[config.mk]
export PLATFORM = sky130hd
export DESIGN_NAME = perceptron_frame_feeder
export DESIGN_NICKNAME = d
export VERILOG_FILES = /design/src/rtl/perceptron_pkg.sv /design/src/rtl/perceptron_frame_loader.sv /design/src/rtl/perceptron_frame_feeder.sv
export SDC_FILE = /design/constraint.sdc
export NUM_CORES = 1
export LEC_CHECK = 0
export BUFFER_PORTS_ARGS = -buffer_cell sky130_fd_sc_hd__buf_2
export CAP_MARGIN = 30
export CORE_ASPECT_RATIO = 1.2
export CORE_MARGIN = 8
export CORE_UTILIZATION = 45
export CTS_BUF_LIST = sky130_fd_sc_hd__clkbuf_4 sky130_fd_sc_hd__clkbuf_8 sky130_fd_sc_hd__clkbuf_16
export DETAILED_ROUTE_END_ITERATION = 8
export PLACE_DENSITY = 0.72
export SYNTH_ARGS = -nofsm -noshare
export SYNTH_HDL_FRONTEND = slang
export SYNTH_SLANG_ARGS = --single-unit
[constraint.sdc]
create_clock -name i_clk -period 2 [get_ports i_clk]
set_input_delay 0 -clock i_clk [delete_from_list [all_inputs] [get_ports i_clk]]
set_output_delay 0 -clock i_clk [all_outputs]
set_load 0.02 [all_outputs]
[src/rtl/perceptron_pkg.sv]
// Shared definitions for the perceptron classify path: class codes,
// feeder FSM encoding and default geometry.
package perceptron_pkg;

  localparam int DEFAULT_WIDTH   = 25;
  localparam int DEFAULT_TIMEOUT = 64;

  localparam logic [1:0] CLS_NONE   = 2'b00;
  localparam logic [1:0] CLS_CIRCLE = 2'b01;
  localparam logic [1:0] CLS_CROSS  = 2'b10;
  localparam logic [1:0] CLS_ERR    = 2'b11;

  typedef enum logic [1:0] {
    ST_LOAD     = 2'd0,
    ST_DRAIN    = 2'd1,
    ST_CLASSIFY = 2'd2,
    ST_REPORT   = 2'd3
  } feeder_state_t;

endpackage

[src/rtl/perceptron_frame_loader.sv]
// Pixel counter and indexed frame register; flags short, exact and long
// frames on the pixel that ends or overruns the frame.
module perceptron_frame_loader
  import perceptron_pkg::*;
#(
  parameter int WIDTH = DEFAULT_WIDTH
) (
  input  logic             i_clk,
  input  logic             i_rst,
  input  logic             i_accept,
  input  logic             i_data,
  input  logic             i_last,
  input  logic             i_clear,
  output logic [WIDTH-1:0] o_frame,
  output logic             o_short,
  output logic             o_full,
  output logic             o_long
);

  localparam int CW = $clog2(WIDTH + 1);
  localparam logic [CW-1:0] LAST_IDX = CW'(WIDTH - 1);

  logic [CW-1:0]    r_cnt;
  logic [WIDTH-1:0] r_frame;
  logic             w_atEnd;

  assign w_atEnd = (r_cnt == LAST_IDX);
  assign o_short = i_accept & i_last & (r_cnt < LAST_IDX);
  assign o_full  = i_accept & i_last & w_atEnd;
  assign o_long  = i_accept & ~i_last & w_atEnd;
  assign o_frame = r_frame;

  // Bits are never cleared between frames; a full frame rewrites all of them.
  always_ff @(posedge i_clk) begin
    if (i_rst) begin
      r_cnt   <= '0;
      r_frame <= '0;
    end else if (i_clear) begin
      r_cnt <= '0;
    end else if (i_accept) begin
      for (int i = 0; i < WIDTH; i++) begin
        if (r_cnt == CW'(i)) r_frame[i] <= i_data;
      end
      r_cnt <= r_cnt + 1'b1;
    end
  end

endmodule

[src/rtl/perceptron_frame_feeder.sv]
// Initiator side of the perceptron classify interface: assembles a serial
// pixel frame, drives the classifier, and reports the class code.
module perceptron_frame_feeder
  import perceptron_pkg::*;
#(
  parameter int WIDTH   = DEFAULT_WIDTH,
  parameter int TIMEOUT = DEFAULT_TIMEOUT
) (
  input  logic             i_clk,
  input  logic             i_rst,
  input  logic             i_pix_valid,
  input  logic             i_pix_data,
  input  logic             i_pix_last,
  output logic             o_pix_ready,
  output logic [WIDTH-1:0] o_cls_frame,
  output logic             o_cls_en,
  input  logic [1:0]       i_cls_out,
  input  logic             i_cls_ready,
  output logic             o_res_valid,
  output logic [1:0]       o_res_class,
  output logic             o_res_err,
  input  logic             i_res_ready,
  output logic [7:0]       o_frame_cnt
);

  localparam int TW = $clog2(TIMEOUT + 1);
  localparam logic [TW-1:0] TIMER_MAX = TW'(TIMEOUT - 1);

  feeder_state_t r_state, w_stateNext;
  logic [TW-1:0] r_timer, w_timerNext;
  logic          r_clsEn, w_clsEnNext;
  logic          r_resValid, w_resValidNext;
  logic [1:0]    r_resClass, w_resClassNext;
  logic          r_resErr, w_resErrNext;
  logic [7:0]    r_frameCnt, w_frameCntNext;

  logic w_accept;
  logic w_loadAccept;
  logic w_handshake;
  logic w_short;
  logic w_full;
  logic w_long;

  assign o_pix_ready  = (r_state == ST_LOAD) || (r_state == ST_DRAIN);
  assign w_accept     = i_pix_valid & o_pix_ready;
  assign w_loadAccept = w_accept & (r_state == ST_LOAD);
  assign w_handshake  = (r_state == ST_REPORT) & r_resValid & i_res_ready;

  perceptron_frame_loader #(.WIDTH(WIDTH)) u_loader (
    .i_clk    (i_clk),
    .i_rst    (i_rst),
    .i_accept (w_loadAccept),
    .i_data   (i_pix_data),
    .i_last   (i_pix_last),
    .i_clear  (w_handshake),
    .o_frame  (o_cls_frame),
    .o_short  (w_short),
    .o_full   (w_full),
    .o_long   (w_long)
  );

  always_comb begin
    w_stateNext    = r_state;
    w_timerNext    = r_timer;
    w_clsEnNext    = r_clsEn;
    w_resValidNext = r_resValid;
    w_resClassNext = r_resClass;
    w_resErrNext   = r_resErr;
    w_frameCntNext = r_frameCnt;
    case (r_state)
      ST_LOAD: begin
        if (w_short) begin
          w_stateNext    = ST_REPORT;
          w_resValidNext = 1'b1;
          w_resClassNext = CLS_ERR;
          w_resErrNext   = 1'b1;
        end else if (w_full) begin
          w_stateNext = ST_CLASSIFY;
          w_clsEnNext = 1'b1;
          w_timerNext = '0;
        end else if (w_long) begin
          w_stateNext = ST_DRAIN;
        end
      end
      ST_DRAIN: begin
        if (w_accept && i_pix_last) begin
          w_stateNext    = ST_REPORT;
          w_resValidNext = 1'b1;
          w_resClassNext = CLS_ERR;
          w_resErrNext   = 1'b1;
        end
      end
      // A strobe arriving on the timeout cycle still counts as a valid result.
      ST_CLASSIFY: begin
        w_timerNext = r_timer + 1'b1;
        if (i_cls_ready) begin
          w_stateNext    = ST_REPORT;
          w_clsEnNext    = 1'b0;
          w_resValidNext = 1'b1;
          w_resClassNext = i_cls_out;
          w_resErrNext   = 1'b0;
        end else if (r_timer == TIMER_MAX) begin
          w_stateNext    = ST_REPORT;
          w_clsEnNext    = 1'b0;
          w_resValidNext = 1'b1;
          w_resClassNext = CLS_ERR;
          w_resErrNext   = 1'b1;
        end
      end
      ST_REPORT: begin
        if (w_handshake) begin
          w_stateNext    = ST_LOAD;
          w_resValidNext = 1'b0;
          w_frameCntNext = r_frameCnt + 8'd1;
        end
      end
      default: w_stateNext = ST_LOAD;
    endcase
  end

  always_ff @(posedge i_clk) begin
    if (i_rst) begin
      r_state    <= ST_LOAD;
      r_timer    <= '0;
      r_clsEn    <= 1'b0;
      r_resValid <= 1'b0;
      r_resClass <= CLS_NONE;
      r_resErr   <= 1'b0;
      r_frameCnt <= 8'd0;
    end else begin
      r_state    <= w_stateNext;
      r_timer    <= w_timerNext;
      r_clsEn    <= w_clsEnNext;
      r_resValid <= w_resValidNext;
      r_resClass <= w_resClassNext;
      r_resErr   <= w_resErrNext;
      r_frameCnt <= w_frameCntNext;
    end
  end

  assign o_cls_en    = r_clsEn;
  assign o_res_valid = r_resValid;
  assign o_res_class = r_resClass;
  assign o_res_err   = r_resErr;
  assign o_frame_cnt = r_frameCnt;

endmodule

==> metrics.txt <==
vias in the first global route around 2.2k; Slew Viols, Final 0; Synth Area in Adders under 10%; Yosys top cell area share 39.28%; H-Tree Level Count 2; syn_area_per_cell 9.234 sq um; asr flop ratio synth 0%; CTS max path bufs 2; Vias approximately 2.2k; worst skew pair latency ~0.32 ns; class of the most critical setup path reg -> reg; Post-Route WL roughly 5.8 mm; total power 2846 uW; PwrDens approximately 920 mW/mm^2; number of nets in the layout around 360; Synth warnings 0; fillers roughly 540; post-synth net total about 310; CP endpoint kind flop; first-pass GRT wire length roughly 9.8 mm; max frequency ~540 MHz; die area approximately 0.0086 sq mm; n_diodes 0; max-cap violations 0; top cells by area, synth dfxtp_1 (39%), mux2i_1 (11%), nand2b_1 (7.3%); DR pass1 iterations 4; Initial Util between 40% and 50%; register area approximately 0.0010 sq mm; final antenna-violating net count 0; initial DRC count roughly 140; crit path DAT around 2.1 ns; gpl congestion 0.8870; register bit count reported by yosys 52; Die Ht ~100 um; Total Routing Usage GR between 10 and 15%; CP required 2.24 ns; Post-synth EDFFs 0; CTS Sinks 52; Synth-to-Final Area Change 17.33%; Layout Cells excl Fill 420; Compound-Gate Fraction of Synth Area ~8.4%; multiplexer share of the synthesized area between 10% and 20%; Routed wire per std cell 13.83 um; clock buffer count from CTS 5; Leak around 0.0014 uW; RSZ-0062 raised after global routing false; worst hold path class in -> reg; Post-Synth Simple-Gate Area 27.95%; worst ir drop on vdd 0.0003262 V; Cells after DPL between 400 and 500; Root Driver clkbuf_8; Post-Syn Instances approximately 290; Vias/cell roughly 5.3; Total Neg Setup Slack 0 ns; Std-Cell Rows 30; port bufs 47; Multi-input gate area ~0.0015 sq mm; Final period util just over 90%; Post-Syn Area approximately 0.0027 sq mm; Synth cell types 51; CTS tree yes; Worst setup SP type flop; largest net degree at the start of global routing 28; Clock transition at path regs around 0.1 ns; Primary FF master, synth dfxtp_1; sequential cell area fraction in the yosys report 39.28%; xor and xnor fraction of the mapped netlist area 3.305%; Final min period roughly 1.9 ns; clock skew approximately 0.013 ns; Hold WS -0.002041 ns; largest family of logic cells by synthesized area simple AND/OR/NAND/NOR gates; Final Setup Violations 0; violated checks hold timing; layout cells sized above 1 23.24%; drc violations 0; Congestion Overflow GR 0; initial antenna violation count 0; post-CTS setup buffer count 0; Core ar. 0.005668 sq mm; IO Pins 48; relative slew slack 69.78%; Die X ~86 um; status complete, but fails checks; Fin. Hold Viols 1; CP Max Fanout 11; worst slew pin tran 0.4485 ns; Post-DP HPWL 4.294 mm; area leader, netlist dfxtp_1
==> through the flow <==
step	setup slack [ns]	utilization [%]	area [sq um]
after floorplan	0.1219	-	2650
after CTS	0.08891	54.83	3108
after global routing	0.006320	54.86	3109
after global placement	0.2108	52.94	3000
after detailed placement	0.1004	52.94	3000
final	0.1459	54.86	3109
==> final timing paths <==
path,cells after the start,slack [ns],start,to
worst min register to register,2,0.48,u_loader.o_frame[0]$_SDFFE_PP0P_,u_loader.o_frame[0]$_SDFFE_PP0P_
worst min-delay path,3,-0.002,i_cls_out[1],o_res_class[1]$_SDFFE_PP0P_
worst max register to register,6,0.15,r_state[1]$_SDFFE_PP0P_,r_timer[6]$_SDFFE_PP0P_
worst max-delay path,6,0.15,r_state[1]$_SDFFE_PP0P_,r_timer[6]$_SDFFE_PP0P_
==> worst max-delay path, stage by stage, from the launching register on <==
cell      delay, ns
dfxtp_1        0.41
inv_1          0.10
ha_1           0.27
nand2b_4       0.17
a21boi_2       0.21
or4_1          0.49
a21oi_1        0.15
==> cells in the mapped netlist (all sizes together), types with 2 or more instances <==
master,instances
buf,8
nor2b,5
or3,4
o31ai,3
clkbuf,6
xnor2,5
dfxtp,52
or4,4
and4b,2
and2,2
o21ai,6
and3,4
ha,13
nand4,7
and4,3
nand3,19
a21oi,12
mux2i,29
nor3,3
nor2,15
nand2,22
xor2,5
nor4,2
nand2b,32
o21bai,2
inv,7
==> sequential cells by signal, summed over array words and instances (netlist names) <==
| register | flops |
|---|---|
| o_cls_en | 1 |
| o_frame_cnt | 8 |
| o_res_class | 2 |
| o_res_err | 1 |
| o_res_valid | 1 |
| r_state | 2 |
| r_timer | 7 |
| u_loader.o_frame | 25 |
| u_loader.r_cnt | 5 |
==> what timing repair did <==
action                                 CTS  global route
gates resized for setup                  0             1
endpoints found under the hold margin    2             0
setup endpoints to repair                0             1
hold buffers                             1             0
==> per-layer routing <==
layer	wire length (um)	track usage (%)	vias up	share of wire, %
li1	-	-	1110	-
met1	2592	15.80	1047	45
met2	2876	23.62	50	50
met3	241	3.434	10	4.1
met4	98	5.946	0	1.7
met5	0	0	-	0
==> final cells by class <==
type / instances / share of cell area, %
multi-input combinational: 214 / 48.73
sequential: 52 / 33.52
timing repair buffer: 59 / 10.54
tap: 80 / 3.219
clock buffer: 5 / 2.213
clock inverter: 3 / 0.9256
inverter: 7 / 0.8451
==> logic make-up (layout without fill, tap and decap cells) <==
kind of cell,count (synthesis),in the layout
DFF,52,52
adders and majority gates,13,13
AOI/OAI and AO/OA,34,34
muxes,30,30
buffers and inverters,21,74
and+or+nand+nor,127,127
xor gates and xnor gates,10,10
==> layout by cell type, fill, tap and decap left out, drive strengths merged, types with 2 or more instances in the layout <==
cell type | Yosys | layout
or4 | 4 | 4
o21ai | 6 | 6
nand2 | 22 | 22
nor4 | 2 | 2
nand2b | 32 | 32
nor3 | 3 | 3
and3 | 4 | 4
mux2i | 29 | 29
inv | 7 | 10
and4b | 2 | 2
nor2b | 5 | 5
clkbuf | 6 | 5
ha | 13 | 13
o31ai | 3 | 3
nand3 | 19 | 19
nor2 | 15 | 15
xnor2 | 5 | 5
or3 | 4 | 4
and4 | 3 | 3
a21oi | 12 | 12
buf | 8 | 58
o21bai | 2 | 2
dfxtp | 52 | 52
and2 | 2 | 2
xor2 | 5 | 5
nand4 | 7 | 7
==> where the power goes <==
part	internal (uW)	switching [uW]	leakage, uW
logic	429	556	0.000947
registers	1130	83.5	0.000421
clock network	265	386	0.0000511
total	1820	1030	0.00142
Note: power is estimated with default switching activity, not from simulation.
